## src/rtl/uart_frame_assembler.sv

```systemverilog
// Packs a UART byte stream into words (MSB-first) and words into frames,
// presented on a valid/ready output with overflow, idle-timeout and abort handling.
//
// state    | meaning
// ST_IDLE  | no partial frame; next byte starts a frame and latches its length
// ST_ASM   | partial frame in progress; idle timer running between bytes
module uart_frame_assembler #(
  parameter int WORD_W      = 32,
  parameter int MAX_WORDS   = 4,
  parameter int TIMEOUT_CYC = 40000,
  parameter int TO_W        = 16
) (
  input  logic                          clk,
  input  logic                          rst_n,
  input  logic                          sync_clr,
  input  logic [7:0]                    rx_byte,
  input  logic                          rx_byte_en,
  input  logic [3:0]                    frame_words,
  output logic [MAX_WORDS*WORD_W-1:0]   frame_data,
  output logic [3:0]                    frame_nwords,
  output logic                          frame_valid,
  input  logic                          frame_ready,
  output logic [3:0]                    word_cnt,
  output logic                          busy,
  output logic                          overflow,
  output logic                          timeout_err
);

  localparam int        BPW       = WORD_W / 8;
  localparam int        FW        = MAX_WORDS * WORD_W;
  localparam logic [3:0] MAXW     = 4'(MAX_WORDS);
  localparam logic [3:0] BYTE_LAST = 4'(BPW - 1);
  localparam logic [TO_W-1:0] TO_LAST = TO_W'(TIMEOUT_CYC - 1);

  typedef enum logic {ST_IDLE, ST_ASM} state_t;

  state_t            state_q, state_d;
  logic [3:0]        byte_cnt_q, byte_cnt_d;
  logic [3:0]        word_cnt_q, word_cnt_d;
  logic [3:0]        nwords_q, nwords_d;
  logic [TO_W-1:0]   idle_q, idle_d;
  logic [WORD_W-1:0] word_sr_q, word_sr_d;
  logic [FW-1:0]     frame_sr_q, frame_sr_d;
  logic [FW-1:0]     frame_data_q, frame_data_d;
  logic [3:0]        frame_nwords_q, frame_nwords_d;
  logic              frame_valid_q, frame_valid_d;
  logic              overflow_q, overflow_d;
  logic              timeout_q, timeout_d;

  logic [3:0]           req_len, n_eff;
  logic [FW-1:0]        frame_base;
  logic [WORD_W+7:0]    word_cat;
  logic [WORD_W-1:0]    word_nxt;
  logic [FW+WORD_W-1:0] frame_cat;
  logic                 discard;

  always_ff @(posedge clk or negedge rst_n) begin
    if (!rst_n) begin
      state_q        <= ST_IDLE;
      byte_cnt_q     <= '0;
      word_cnt_q     <= '0;
      nwords_q       <= '0;
      idle_q         <= '0;
      word_sr_q      <= '0;
      frame_sr_q     <= '0;
      frame_data_q   <= '0;
      frame_nwords_q <= '0;
      frame_valid_q  <= 1'b0;
      overflow_q     <= 1'b0;
      timeout_q      <= 1'b0;
    end else begin
      state_q        <= state_d;
      byte_cnt_q     <= byte_cnt_d;
      word_cnt_q     <= word_cnt_d;
      nwords_q       <= nwords_d;
      idle_q         <= idle_d;
      word_sr_q      <= word_sr_d;
      frame_sr_q     <= frame_sr_d;
      frame_data_q   <= frame_data_d;
      frame_nwords_q <= frame_nwords_d;
      frame_valid_q  <= frame_valid_d;
      overflow_q     <= overflow_d;
      timeout_q      <= timeout_d;
    end
  end

  // Out-of-range requested lengths fall back to the largest frame.
  assign req_len = (frame_words == 4'd0 || frame_words > MAXW) ? MAXW : frame_words;

  always_comb begin
    state_d        = state_q;
    byte_cnt_d     = byte_cnt_q;
    word_cnt_d     = word_cnt_q;
    nwords_d       = nwords_q;
    idle_d         = idle_q;
    word_sr_d      = word_sr_q;
    frame_sr_d     = frame_sr_q;
    frame_data_d   = frame_data_q;
    frame_nwords_d = frame_nwords_q;
    frame_valid_d  = frame_valid_q & ~frame_ready;
    overflow_d     = 1'b0;
    timeout_d      = 1'b0;
    discard        = 1'b0;
    n_eff          = (state_q == ST_IDLE) ? req_len : nwords_q;
    frame_base     = (state_q == ST_IDLE) ? '0 : frame_sr_q;
    word_cat       = {word_sr_q, rx_byte};
    word_nxt       = word_cat[WORD_W-1:0];
    frame_cat      = {frame_base, word_nxt};

    if (sync_clr) begin
      discard = 1'b1;
    end else if (rx_byte_en) begin
      state_d  = ST_ASM;
      idle_d   = '0;
      nwords_d = n_eff;
      if (byte_cnt_q != BYTE_LAST) begin
        byte_cnt_d = byte_cnt_q + 4'd1;
        word_sr_d  = word_nxt;
        frame_sr_d = frame_base;
      end else if ((word_cnt_q + 4'd1) != n_eff) begin
        byte_cnt_d = '0;
        word_sr_d  = '0;
        word_cnt_d = word_cnt_q + 4'd1;
        frame_sr_d = frame_cat[FW-1:0];
      end else begin
        discard = 1'b1;
        // A held, unaccepted frame wins over the new one.
        if (!frame_valid_q || frame_ready) begin
          frame_data_d   = frame_cat[FW-1:0];
          frame_nwords_d = n_eff;
          frame_valid_d  = 1'b1;
        end else begin
          overflow_d = 1'b1;
        end
      end
    end else if (state_q == ST_ASM) begin
      if (idle_q == TO_LAST) begin
        discard   = 1'b1;
        timeout_d = 1'b1;
      end else begin
        idle_d = idle_q + TO_W'(1);
      end
    end

    if (discard) begin
      state_d    = ST_IDLE;
      byte_cnt_d = '0;
      word_cnt_d = '0;
      nwords_d   = '0;
      idle_d     = '0;
      word_sr_d  = '0;
      frame_sr_d = '0;
    end
  end

  always_comb begin
    busy         = (state_q == ST_ASM);
    word_cnt     = word_cnt_q;
    frame_data   = frame_data_q;
    frame_nwords = frame_nwords_q;
    frame_valid  = frame_valid_q;
    overflow     = overflow_q;
    timeout_err  = timeout_q;
  end

endmodule

```

## config.mk

```make
export PLATFORM = sky130hd
export DESIGN_NAME = uart_frame_assembler
export DESIGN_NICKNAME = d
export VERILOG_FILES = /design/src/rtl/uart_frame_assembler.sv
export SDC_FILE = /design/constraint.sdc
export NUM_CORES = 1
export LEC_CHECK = 0
export ABC_CLOCK_PERIOD_IN_PS = 2350
export CORE_MARGIN = 3
export CORE_UTILIZATION = 50
export DETAILED_ROUTE_END_ITERATION = 6
export PLACE_DENSITY_LB_ADDON = 0.15
export SETUP_SLACK_MARGIN = 0.5
export SLEW_MARGIN = 20
export SYNTH_ARGS = -nofsm -noshare
export SYNTH_HDL_FRONTEND = slang
export SYNTH_SLANG_ARGS = --single-unit
```

## constraint.sdc

```tcl
create_clock -name clk -period 2.35 [get_ports clk]
set_input_delay 0.3525 -clock clk [delete_from_list [all_inputs] [get_ports clk]]
set_output_delay 0.3525 -clock clk [all_outputs]
set_load 0.1 [all_outputs]
```

==> impl_results.md, run 1 <==
- # port buffers: approximately 160
- Logic gate share of total power: 0.095
- Area of the multi-input gates: 0.00464 mm²
- Total track usage: 0.218
- Sequential area share after synthesis: 0.606
- Setup WS post-layout: -0.0935 ns
- Setup crit end kind: flop
- Final setup vio count: 105
- DP Area: 0.0139 mm²
- Avg WL per Cell: 20.2 µm
- Final Cell Area: 0.0166 mm²
- Initial Util: 0.513
- Clk sinks: about 280
- Starting DRT DRC Count: 532
- Dpl cells: 1441
- Pins Over Slew Limit: 0
- Remaining global-route overflow: 0
- Lkg Pwr: 7.59 nW
- Antenna cells: 0
- GPL Wtd Cong: roughly 0.8
- Vias per std cell: ~5.5
- Status: finished, violations left
- Worst Setup SP: busy
- First-pass GRT wire length: 45.7 mm
- Fillers: between 1500 and 2000
- Req. time, crit path: 2.81 ns
- CP Max Fanout: 7
- Net switching power: 2.58 mW
- Post-layout min period: 2.44 ns
- Total CTS buffers: 29
- Clock Tree Buf Depth: 3
- Post-Layout Cell Count: 1561
- Total power: 10.4 mW
- CP arrival: roughly 2.9 ns
- Vias in the first global route: 8359
- PD cells: 624 mW/mm²
- CTS tree: yes
- Final Skew: 0.0155 ns
- Relative slew slack: 0.628
- # DRC: 0
- Unrepaired setup endpoints after global routing: true
- Seq pwr share: 0.483
- CTS HTree Levels: 1
- Final period utilization: 1.04
- Clock power frac: 0.421
- Synth top area share: 0.606
- Top_reg_cell synth: dfrtp_1
- Startpoint types: flop
- Area grow syn2layout: 41.7%
- Crit path to: frame_data[87]
- Avg Synthesized Cell Area: around 12 µm²
- Reg2reg setup slack: -0.09 ns
- Die Height: 159 µm
- Layout Nets: 1247
- Yosys warning total: 0
- Internal power: about 7.8 mW
- Sum Neg Setup Slack: -3.65 ns
- CP max-delay cell: dfrtp_4
- Vias: 8521
- Rows: 55
- Hold Path Class: primary input to asynchronous set/reset pin
- Syn Inst Count: 976
- I/O pins: 157
- Max Clk Rate: 409 MHz
- Share of cells above drive strength 1: 0.352
- Max VDD drop: between 0.5 and 0.6 mV
- FF+latch count, synth: 284
- CTS clk-pin slew, worst paths: 0.07 ns
- MaxCap Viol Count: 0
- Chip width: 159 µm
- Terminus of the critical flop-to-flop path: frame_data[87]
- Critical path type: flop to flop
- Most common cell in the synthesized netlist: dfrtp_1
- Reg2Reg Depth: 9
- EDFF count, synth: 0
- Crit-path cells: nor4b_4 > or3_1 > nand4_1 > nor4_4 > buf_12 > buf_12 > buf_12 > clkbuf_16 > mux2i_1
- Storage cell area: 0.00712 mm²
- Core area: roughly 0.023 mm²
- Leading area contributor after synthesis: dfrtp_1
- First-pass detailed-route iteration total: 5
- Max stage delay on crit path: 0.53 ns
- Clock Tree Root: clkbuf_16
- Antenna violations before repair: 0
- Syn Nets: roughly 1000
- Failing checks: negative setup slack
- Sw frac: 0.249
- Die ar.: 0.0253 mm²
- Ranking of synthesized cells by area: dfrtp_1 61%, mux2i_1 8.4%, a22o_1 6.6%
- Pin slew with the least headroom to its limit: about 0.56 ns
- Post-Synthesis Cell Area: around 0.012 mm²
- Asr flop ratio synth: 1.00
- DP HPWL: approximately 18 mm
- Critical Path Most Common Cell: buf_12
- Reg2reg start: busy
- Largest net degree at the start of global routing: 73
- Antenna Violating Nets Remaining: 0
- Synth cell types: 50
- WL final: 31.6 mm
- Hold Fails Final Rpt: 0
- Clk Latency, worst-skew pair: 0.54 ns
- Synth top cells by count: 284 x dfrtp_1, 112 x nand2_1, 102 x inv_1, 98 x mux2i_1, 88 x a22o_1
==> metal layers <==
metal / vias to the layer above / routed length, µm / GRT usage
met2: 243 / 15200 / 0.340
met4: 0 / 477 / 0.0438
met3: 42 / 1580 / 0.0333
met1: 4348 / 14400 / 0.330
met5: - / 0 / 0
li1: 3888 / - / -
==> power by group through the flow <==
stage               Sequential, mW  Combinational [mW]  Clock [mW]
floorplan                     5.35               0.217           0
global placement              5.10               0.808           0
detailed placement            5.10               0.813           0
CTS                           5.01               0.832        4.44
global route                  5.02                1.04        4.65
finish                        5.01               0.989        4.37
==> repair_timing <==
item                                    4_1_cts  5_1_grt
pin swaps                                     7       20
setup buffers                                22       14
endpoints found under the hold margin        50        0
resized for setup                            55      126
hold buffers                                  1        0
endpoints found under the setup margin      283      284
gates cloned                                  7       24
==> cells by family (layout without fill, tap and decap cells) <==
family                     count (synthesis)  after routing  synth area share
DFF                                      284            284             0.606
and+or+nand+nor                          223            223            0.0891
buffers and inverters                    163            433            0.0607
AOI/OAI and AO/OA                        150            152             0.108
muxes                                    133            133             0.117
xor gates and xnor gates                  20             20            0.0149
adders and majority gates                  3              3           0.00320
==> layout make-up <==
| type | count | share of cell area |
|---|---|---|
| Multi-Input combinational cell | 531 | 0.279 |
| Timing Repair Buffer | 279 | 0.191 |
| Inverter | 102 | 0.0231 |
| Clock inverter | 6 | 0.00203 |
| Clock buffer | 46 | 0.0524 |
| Sequential cell | 284 | 0.429 |
| Tap cell | 313 | 0.0236 |
==> worst max-delay path, delay by kind of cell (launching register included) <==
family	cells	cell delay, ns
buffers and inverters	4	0.61
flip-flops	1	0.53
multiplexers	1	0.19
AND/OR/NAND/NOR	4	1.02
==> flip-flops by register name (all words and copies together), names as in the netlist <==
name and count:
byte_cnt_q 4, busy 1, idle_q 16, word_cnt 4, frame_sr_q 96, word_sr_q 24, frame_valid 1, nwords_q 4
timeout_err 1, frame_nwords 4, frame_data 128, overflow 1
==> placed cells by master (no fill, tap or decap), types with 7 or more instances in the layout <==
cell type and n:
clkbuf_1 9, buf_16 10, nor2_2 11, nor3_1 7, clkbuf_16 45, buf_12 30
nand3_1 39, nand2_1 110, dfrtp_1 279, nor2_1 11, clkdlybuf4s50_1 15, buf_8 10
o2bb2ai_2 27, xnor2_1 14, buf_4 170, mux2_4 30, clkbuf_8 9, inv_1 102
buf_6 26, a22o_1 88, mux2i_1 94
==> metrics by stage <==
stage / worst slack (ns) / utilization / hold slack [ns]
finish: -0.0935 / 0.727 / 0.328
global route: -0.161 / 0.727 / 0.373
CTS: -0.0196 / 0.673 / 0.347
detailed placement: -0.318 / 0.607 / 0.309
global placement: -0.273 / 0.607 / 0.311
floorplan: -0.0667 / - / 0.0569
==> worst min path at each step <==
stage	start	endpoint	slack [ns]	cells after the start
6_report	rst_n	frame_sr_q[59]	0.33	2
5_1_grt	rst_n	frame_sr_q[91]	0.37	2
4_1_cts	rst_n	frame_sr_q[91]	0.35	2
3_5_place_dp	rst_n	frame_sr_q[91]	0.31	1
3_3_place_gp	rst_n	frame_sr_q[91]	0.31	1
2_1_floorplan	rst_n	byte_cnt_q[0]	0.06	0
(Power assumes the default switching activity.)
==> run 2: changes to the inputs <==
Settings changed: CORE_UTILIZATION 50 to 40, PLACE_DENSITY_LB_ADDON 0.15 to 0.3.
==> run 2 against run 1 <==
  * The flow still finishes with violations (negative setup slack)
  * Hold slack improved by 0.028 ns
  * Via count is 3.4% lower
  * Worst setup slack better by 0.033 ns
  * Critical endpoint is now frame_sr_q[55]
==> impl_results.md, run 2 (synthesized netlist as in run 1, its figures left out) <==
- Max FFs per register: 128 (unchanged)
- Area grow syn2layout: 37.0%
- Remaining global-route overflow: 0 (unchanged)
- CTS tree: yes
- Clk Latency, worst-skew pair: 0.56 ns (+0.02 ns)
- Antenna Violating Nets Remaining: 0 (unchanged)
- Hold Fails Final Rpt: 0 (unchanged)
- Reg2reg start: busy
- Met1 usage: 0.281 (-0.0493)
- Max stage delay on crit path: 0.53 ns (about the same)
- Most common cell after layout, fill and taps aside: dfrtp_1
- Vias: 8233 (-3.4%)
- PD cells: 652 mW/mm² (+4.5%)
- CP arrival: 2.91 ns (about the same)
- Initial Util: 0.407 (-0.106)
- Setup WS pre-CTS: -0.390 ns (-0.0724 ns)
- Max Clk Rate: 415 MHz (+1.4%)
- CP Max Fanout: 29 (+22)
- Met3 usage: 0.0328 (-0.000480)
- Pin slew with the least headroom to its limit: 0.538 ns (-0.0192 ns)
- Chip width: 177 µm (+11%)
- Layout Nets: 1230 (-1.4%)
- Total track usage: 0.187 (-0.0315)
- Final setup vio count: 98 (-6.7%)
- Setup crit end kind: flop
- Final Skew: 0.0270 ns (+0.0115 ns)
- Largest net degree at the start of global routing: 71 (-2.7%)
- Reg2Reg Depth: 9 (unchanged)
- Req. time, crit path: 2.85 ns (+0.04 ns)
- Clock Tree Buf Depth: 3 (unchanged)
- DP HPWL: 18.4 mm (+4.7%)
- Vias per std cell: 5.11 (-6.4%)
- Post-layout min period: 2.41 ns (-0.0328 ns)
- M2 GR Usage: 0.285 (-0.0545)
- Lkg Pwr: 7.41 nW (-2.4%)
- Clock Tree Root: clkbuf_16
- Starting DRT DRC Count: 482 (-9.4%)
- Startpoint types: flop
- Share of cells above drive strength 1: 0.302 (-0.0494)
- Final period utilization: 1.03 (-0.0140)
- Fillers: 2395 (+50%)
- GPL Wtd Cong: 0.780 (-2.9%)
- Vias in the first global route: 8241 (-1.4%)
- Rows: 62 (+13%)
- CTS clk-pin slew, worst paths: 0.06 ns (about the same)
- Post-Route Utilization: 0.558 (-0.169)
- Antenna violations before repair: 0 (unchanged)
- Core area: 0.0288 mm² (+26%)
- I/O pins: 157 (unchanged)
- # port buffers: 156 (unchanged)
- Sum Neg Setup Slack: -2.85 ns (+0.799 ns)
- Antenna cells: 0 (unchanged)
- Relative slew slack: 0.641 (+0.0128)
- WL final: 31.4 mm (-0.60%)
- Die Height: 177 µm (+11%)
- Failing checks: negative setup slack
- Avg WL per Cell: 19.5 µm (-3.7%)
- Setup WS post-layout: -0.0607 ns (+0.0328 ns)
- Crit-path cells: buf_6 > buf_4 > buf_6 > buf_12 > and4b_2 > a211oi_4 > a21o_4 > buf_12 > a22o_1
- Status: finished, violations left
- Terminus of the critical flop-to-flop path: frame_sr_q[55]
- First-pass GRT wire length: 47.0 mm (+3.0%)
- CTS HTree Levels: 1 (unchanged)
- MaxCap Viol Count: 0 (unchanged)
- Unrepaired setup endpoints after global routing: true
- Reg2reg setup slack: -0.06 ns (+0.03 ns)
- First-pass detailed-route iteration total: 5 (unchanged)
- CP max-delay cell: dfrtp_4
- Critical path type: flop to flop
- Die ar.: 0.0314 mm² (+24%)
- # DRC: 0 (unchanged)
- Max VDD drop: 0.592 mV (+8.4%)
- Clk sinks: 284 (unchanged)
- Pins Over Slew Limit: 0 (unchanged)
- Global routing's busiest layer: met2
- Commonest cells after routing, fill and taps aside: 279 x dfrtp_1, 180 x buf_4, 110 x nand2_1
- Hold Path Class: primary input to asynchronous set/reset pin
- Total CTS buffers: 30 (+3.4%)
## run 2: changes by cell type in the layout (fill, tap and decap cells not counted), moves of 5 or more
cell,previous run,this run
a21oi_2,5,0
a21oi_1,2,7
o2bb2ai_2,27,6
mux2_4,30,35
nor2_1,11,24
mux2_2,5,0
buf_6,26,12
o2bb2ai_4,5,0
o2bb2ai_1,0,26
nor2_2,11,1
buf_4,170,180
## run 2: how the worst max path moves through the flow
| stage | startpoint | endpoint | slack (ns) | cells after the start |
|---|---|---|---|---|
| floorplan | busy | frame_data[0] | -0.07 | 7 |
| global placement | frame_words[3] | frame_data[17] | -0.29 | 8 |
| detailed placement | frame_words[3] | frame_data[44] | -0.39 | 8 |
| CTS | busy | frame_data[97] | 0.0004 | 9 |
| global route | busy | frame_data[120] | -0.17 | 10 |
| finish | busy | frame_sr_q[55] | -0.06 | 9 |
## run 2: routing by layer
layer  share of wire  vias to the layer above
li1                -                     3850
met1            0.47                     4140
met2            0.46                      208
met3           0.053                       35
met4           0.016                        0
met5               0                        -
## run 2: layout make-up
class | instances | area (µm²) | area share
Timing Repair Buffer | 263 | 2840 | 0.177
Tap cell | 384 | 480 | 0.0299
Inverter | 102 | 383 | 0.0238
Sequential cell | 284 | 7120 | 0.443
Clock inverter | 5 | 53.8 | 0.00335
Clock buffer | 44 | 885 | 0.0551
Multi-Input combinational cell | 529 | 4310 | 0.268
## run 2: repair_timing
| item | in CTS | in global routing |
|---|---|---|
| pin swaps | 6 | 19 |
| setup endpoints to repair | 283 | 285 |
| hold buffers | 1 | 0 |
| gates cloned | 7 | 11 |
| hold endpoints to repair | 58 | 0 |
| buffers inserted | 15 | 25 |
| gates resized for setup | 57 | 49 |
## run 2: through the flow
| step | total power, mW | hold slack [ns] | instance area [µm²] | instances |
|---|---|---|---|---|
| global route | 10.9 | 0.369 | 16100 | 1611 |
| detailed placement | 5.92 | 0.345 | 13900 | 1503 |
| finish | 10.5 | 0.356 | 16100 | 1611 |
| global placement | 5.91 | 0.347 | 13900 | 1503 |
| floorplan | 5.57 | 0.0569 | 12000 | 976 |
| CTS | 10.5 | 0.344 | 15400 | 1575 |
## run 2: where the power goes
group          switching (mW)  total [mW]  internal [mW]
registers              0.0622        5.01           4.95
clock network            1.87        4.55           2.68
logic                   0.634       0.911          0.277
total                    2.57        10.5           7.91
## run 2: worst max-delay path, delay by kind of cell (launching register included)
| kind | cells | cell delay, ns |
|---|---|---|
| AO/OA/AOI/OAI | 3 | 0.78 |
| buffers and inverters | 5 | 0.73 |
| flip-flops | 1 | 0.53 |
| AND/OR/NAND/NOR | 1 | 0.29 |
==> run 3: changes to the inputs <==
==> constraint.sdc (replaced) <==
create_clock -name clk -period 2.35 [get_ports clk]
set_input_delay 0.47 -clock clk [delete_from_list [all_inputs] [get_ports clk]]
set_output_delay 0.47 -clock clk [all_outputs]
set_load 0.1 [all_outputs]
==> run 3 against run 2 <==
  * The flow now finishes without violations
  * First-iteration DRC count up 26%
  * Core utilization fell by 0.78 points
  * Cell count is 0.31% lower
  * Count of clock-buffer cells in the layout is 3 lower
  * Clock power rose by 4%
  * Maximum frequency grew 3.8%
  * Sequential cell count stayed put
  * Sequential share of layout area is 0.63 points higher
  * Clock skew shrank 0.011 ns
  * Worst setup slack improved by 0.089 ns
  * Sequential power about the same
  * Hold slack better by 0.059 ns
  * Largest cell class unchanged
  * Largest power group unchanged
==> impl_results.md, run 3 (synthesized netlist as in run 1, its figures left out) <==
- Total CTS buffers: 30 (unchanged)
- Sw frac: 0.251 (+0.00591)
- Status: completed
- WL final: 31.7 mm (+1.0%)
- Post-layout min period: 2.32 ns (-0.0887 ns)
- Lkg Pwr: 7.30 nW (-1.5%)
- Final setup vio count: 0 (-100%)
- Rows: 62 (unchanged)
- Reg2reg setup slack: 0.03 ns (+0.09 ns)
- Crit-path cells: buf_6 > o41ai_4 > xor2_2 > nor4_4 > buf_6 > clkbuf_16 > mux2_2
- CP max-delay cell: dfrtp_4
- GPL Wtd Cong: 0.783 (+0.35%)
- Vias in the first global route: 8216 (-0.30%)
- Vias: 8281 (+0.58%)
- Startpoint types: flop
- Starting DRT DRC Count: 605 (+26%)
- MaxCap Viol Count: 0 (unchanged)
- Layout Nets: 1219 (-0.89%)
- Hold Fails Final Rpt: 0 (unchanged)
- Req. time, crit path: 2.78 ns (-0.07 ns)
- First-pass detailed-route iteration total: 5 (unchanged)
- Setup crit end kind: flop
- PD cells: 673 mW/mm² (+3.2%)
- Total track usage: 0.187 (+0.000336)
- Total power: 10.7 mW (+1.8%)
- Unrepaired setup endpoints after global routing: true
- Avg WL per Cell: 19.7 µm (+1.3%)
- Clock Tree Root: clkbuf_16
- Pin slew with the least headroom to its limit: 0.642 ns (+0.103 ns)
- # DRC: 0 (unchanged)
- Core area: 0.0288 mm² (unchanged)
- Antenna Violating Nets Remaining: 0 (unchanged)
- Hold Path Class: primary input to asynchronous set/reset pin
- Max Clk Rate: 431 MHz (+3.8%)
- Reg2reg start: busy
- Clk sinks: 284 (unchanged)
- Die Height: 177 µm (unchanged)
- Relative slew slack: 0.572 (-0.0689)
- DP HPWL: 18.4 mm (+0.42%)
- CTS tree: yes
- Max VDD drop: 0.684 mV (+16%)
- Max FFs per register: 128 (unchanged)
- Pins Over Slew Limit: 0 (unchanged)
- Internal power: 7.99 mW (+0.97%)
- I/O pins: 157 (unchanged)
- Initial Util: 0.407 (unchanged)
- Critical Path Most Common Cell: buf_6
- CTS HTree Levels: 1 (unchanged)
- Logic gate share of total power: 0.085 (-0.002)
- Critical path type: flop to flop
- # port buffers: 156 (unchanged)
- Chip width: 177 µm (unchanged)
- CTS clk-pin slew, worst paths: 0.07 ns (about the same)
- Final period utilization: 0.988 (-0.0377)
- Die ar.: 0.0314 mm² (unchanged)
- Antenna cells: 0 (unchanged)
- Final Skew: 0.0161 ns (-0.0109 ns)
- Reg2Reg Depth: 7 (-2)
- Post-Route Utilization: 0.550 (-0.00778)
- Net switching power: 2.68 mW (+4.2%)
- Area grow syn2layout: 35.1%
- Antenna violations before repair: 0 (unchanged)
- Largest net degree at the start of global routing: 63 (-11%)
- Max stage delay on crit path: 0.53 ns (about the same)
- First-pass GRT wire length: 46.8 mm (-0.57%)
- Most common cell after layout, fill and taps aside: dfrtp_1
- CP Max Fanout: 7 (-76%)
- Share of cells above drive strength 1: 0.295 (-0.00776)
- Commonest cells after routing, fill and taps aside: 279 x dfrtp_1, 174 x buf_4, 111 x nand2_1
- Seq pwr share: 0.470 (-0.008)
- Clk Latency, worst-skew pair: 0.56 ns (about the same)
- Remaining global-route overflow: 0 (unchanged)
- Clock Tree Buf Depth: 3 (unchanged)
- Fillers: 2424 (+1.2%)
- CP arrival: 2.76 ns (-0.15 ns)
- Terminus of the critical flop-to-flop path: frame_data[12]
- Clock power frac: 0.445 (+0.010)
- Vias per std cell: 5.16 (+0.90%)
==> run 3: cell count changes in the layout (fill, tap and decap cells not counted), sizes merged <==
cell	previous run	this run
buf	236	221
clkbuf	55	56
clkinv	3	12
==> run 3: worst max-delay path by stage <==
stage	from	endpoint	depth (start not counted)
after global routing	busy	frame_data[127]	8
after floorplan	busy	frame_data[0]	7
after detailed placement	frame_words[2]	frame_data[67]	7
final	busy	frame_data[12]	7
after CTS	busy	frame_data[20]	7
after global placement	frame_words[2]	frame_data[106]	7
==> run 3: layout make-up <==
| type | count | area (µm²) | area share |
|---|---|---|---|
| Clock buffer | 41 | 892 | 0.0563 |
| Clock inverter | 14 | 113 | 0.00711 |
| Sequential cell | 284 | 7120 | 0.450 |
| Multi-Input combinational cell | 529 | 4150 | 0.262 |
| Inverter | 102 | 383 | 0.0242 |
| Tap cell | 384 | 480 | 0.0303 |
| Timing Repair Buffer | 252 | 2700 | 0.170 |
==> run 3: worst max-delay path, delay by kind of cell (launching register included) <==
kind	cells	cell delay, ns
mux	1	0.33
xor+xnor	1	0.16
buf+inv	3	0.61
simple gates	1	0.28
flops	1	0.53
compound gates	1	0.29
==> run 3: repair_timing <==
| action | in CTS | in global routing |
|---|---|---|
| resized for setup | 22 | 40 |
| pin swaps | 5 | 57 |
| endpoints found under the hold margin | 38 | 0 |
| cloned | 6 | 21 |
| setup endpoints to repair | 284 | 286 |
| hold buffers | 1 | 0 |
| setup buffers | 10 | 9 |
==> run 3: layer usage <==
metal  GRT usage  wire (µm)  up-vias
li1            -          -     3844
met1       0.271      14800     4165
met2       0.297      14500      234
met3      0.0309       1730       38
met4      0.0406        633        0
met5           0          0        -
==> run 3: per-stage QoR <==
| step | cell area [µm²] | setup TNS [ns] | hold WS, ns | instances | worst slack (ns) |
|---|---|---|---|---|---|
| 4_1_cts | 15200 | 0 | 0.416 | 1576 | 0.00770 |
| 6_report | 15800 | 0 | 0.414 | 1606 | 0.0280 |
| 3_3_place_gp | 13800 | -77.86 | 0.404 | 1504 | -0.431 |
| 3_5_place_dp | 13800 | -83.04 | 0.407 | 1504 | -0.481 |
| 2_1_floorplan | 12000 | -7.56 | 0.174 | 976 | -0.0667 |
| 5_1_grt | 15800 | -0.815 | 0.416 | 1606 | -0.0512 |
==> run 3: power by group through the flow <==
stage          clock network [mW]  registers, mW  logic [mW]
2_1_floorplan                   0           5.35       0.217
3_3_place_gp                    0           5.10       0.803
3_5_place_dp                    0           5.10       0.807
4_1_cts                      4.82           5.01       0.827
5_1_grt                      5.06           5.02       0.967
6_report                     4.74           5.01       0.912
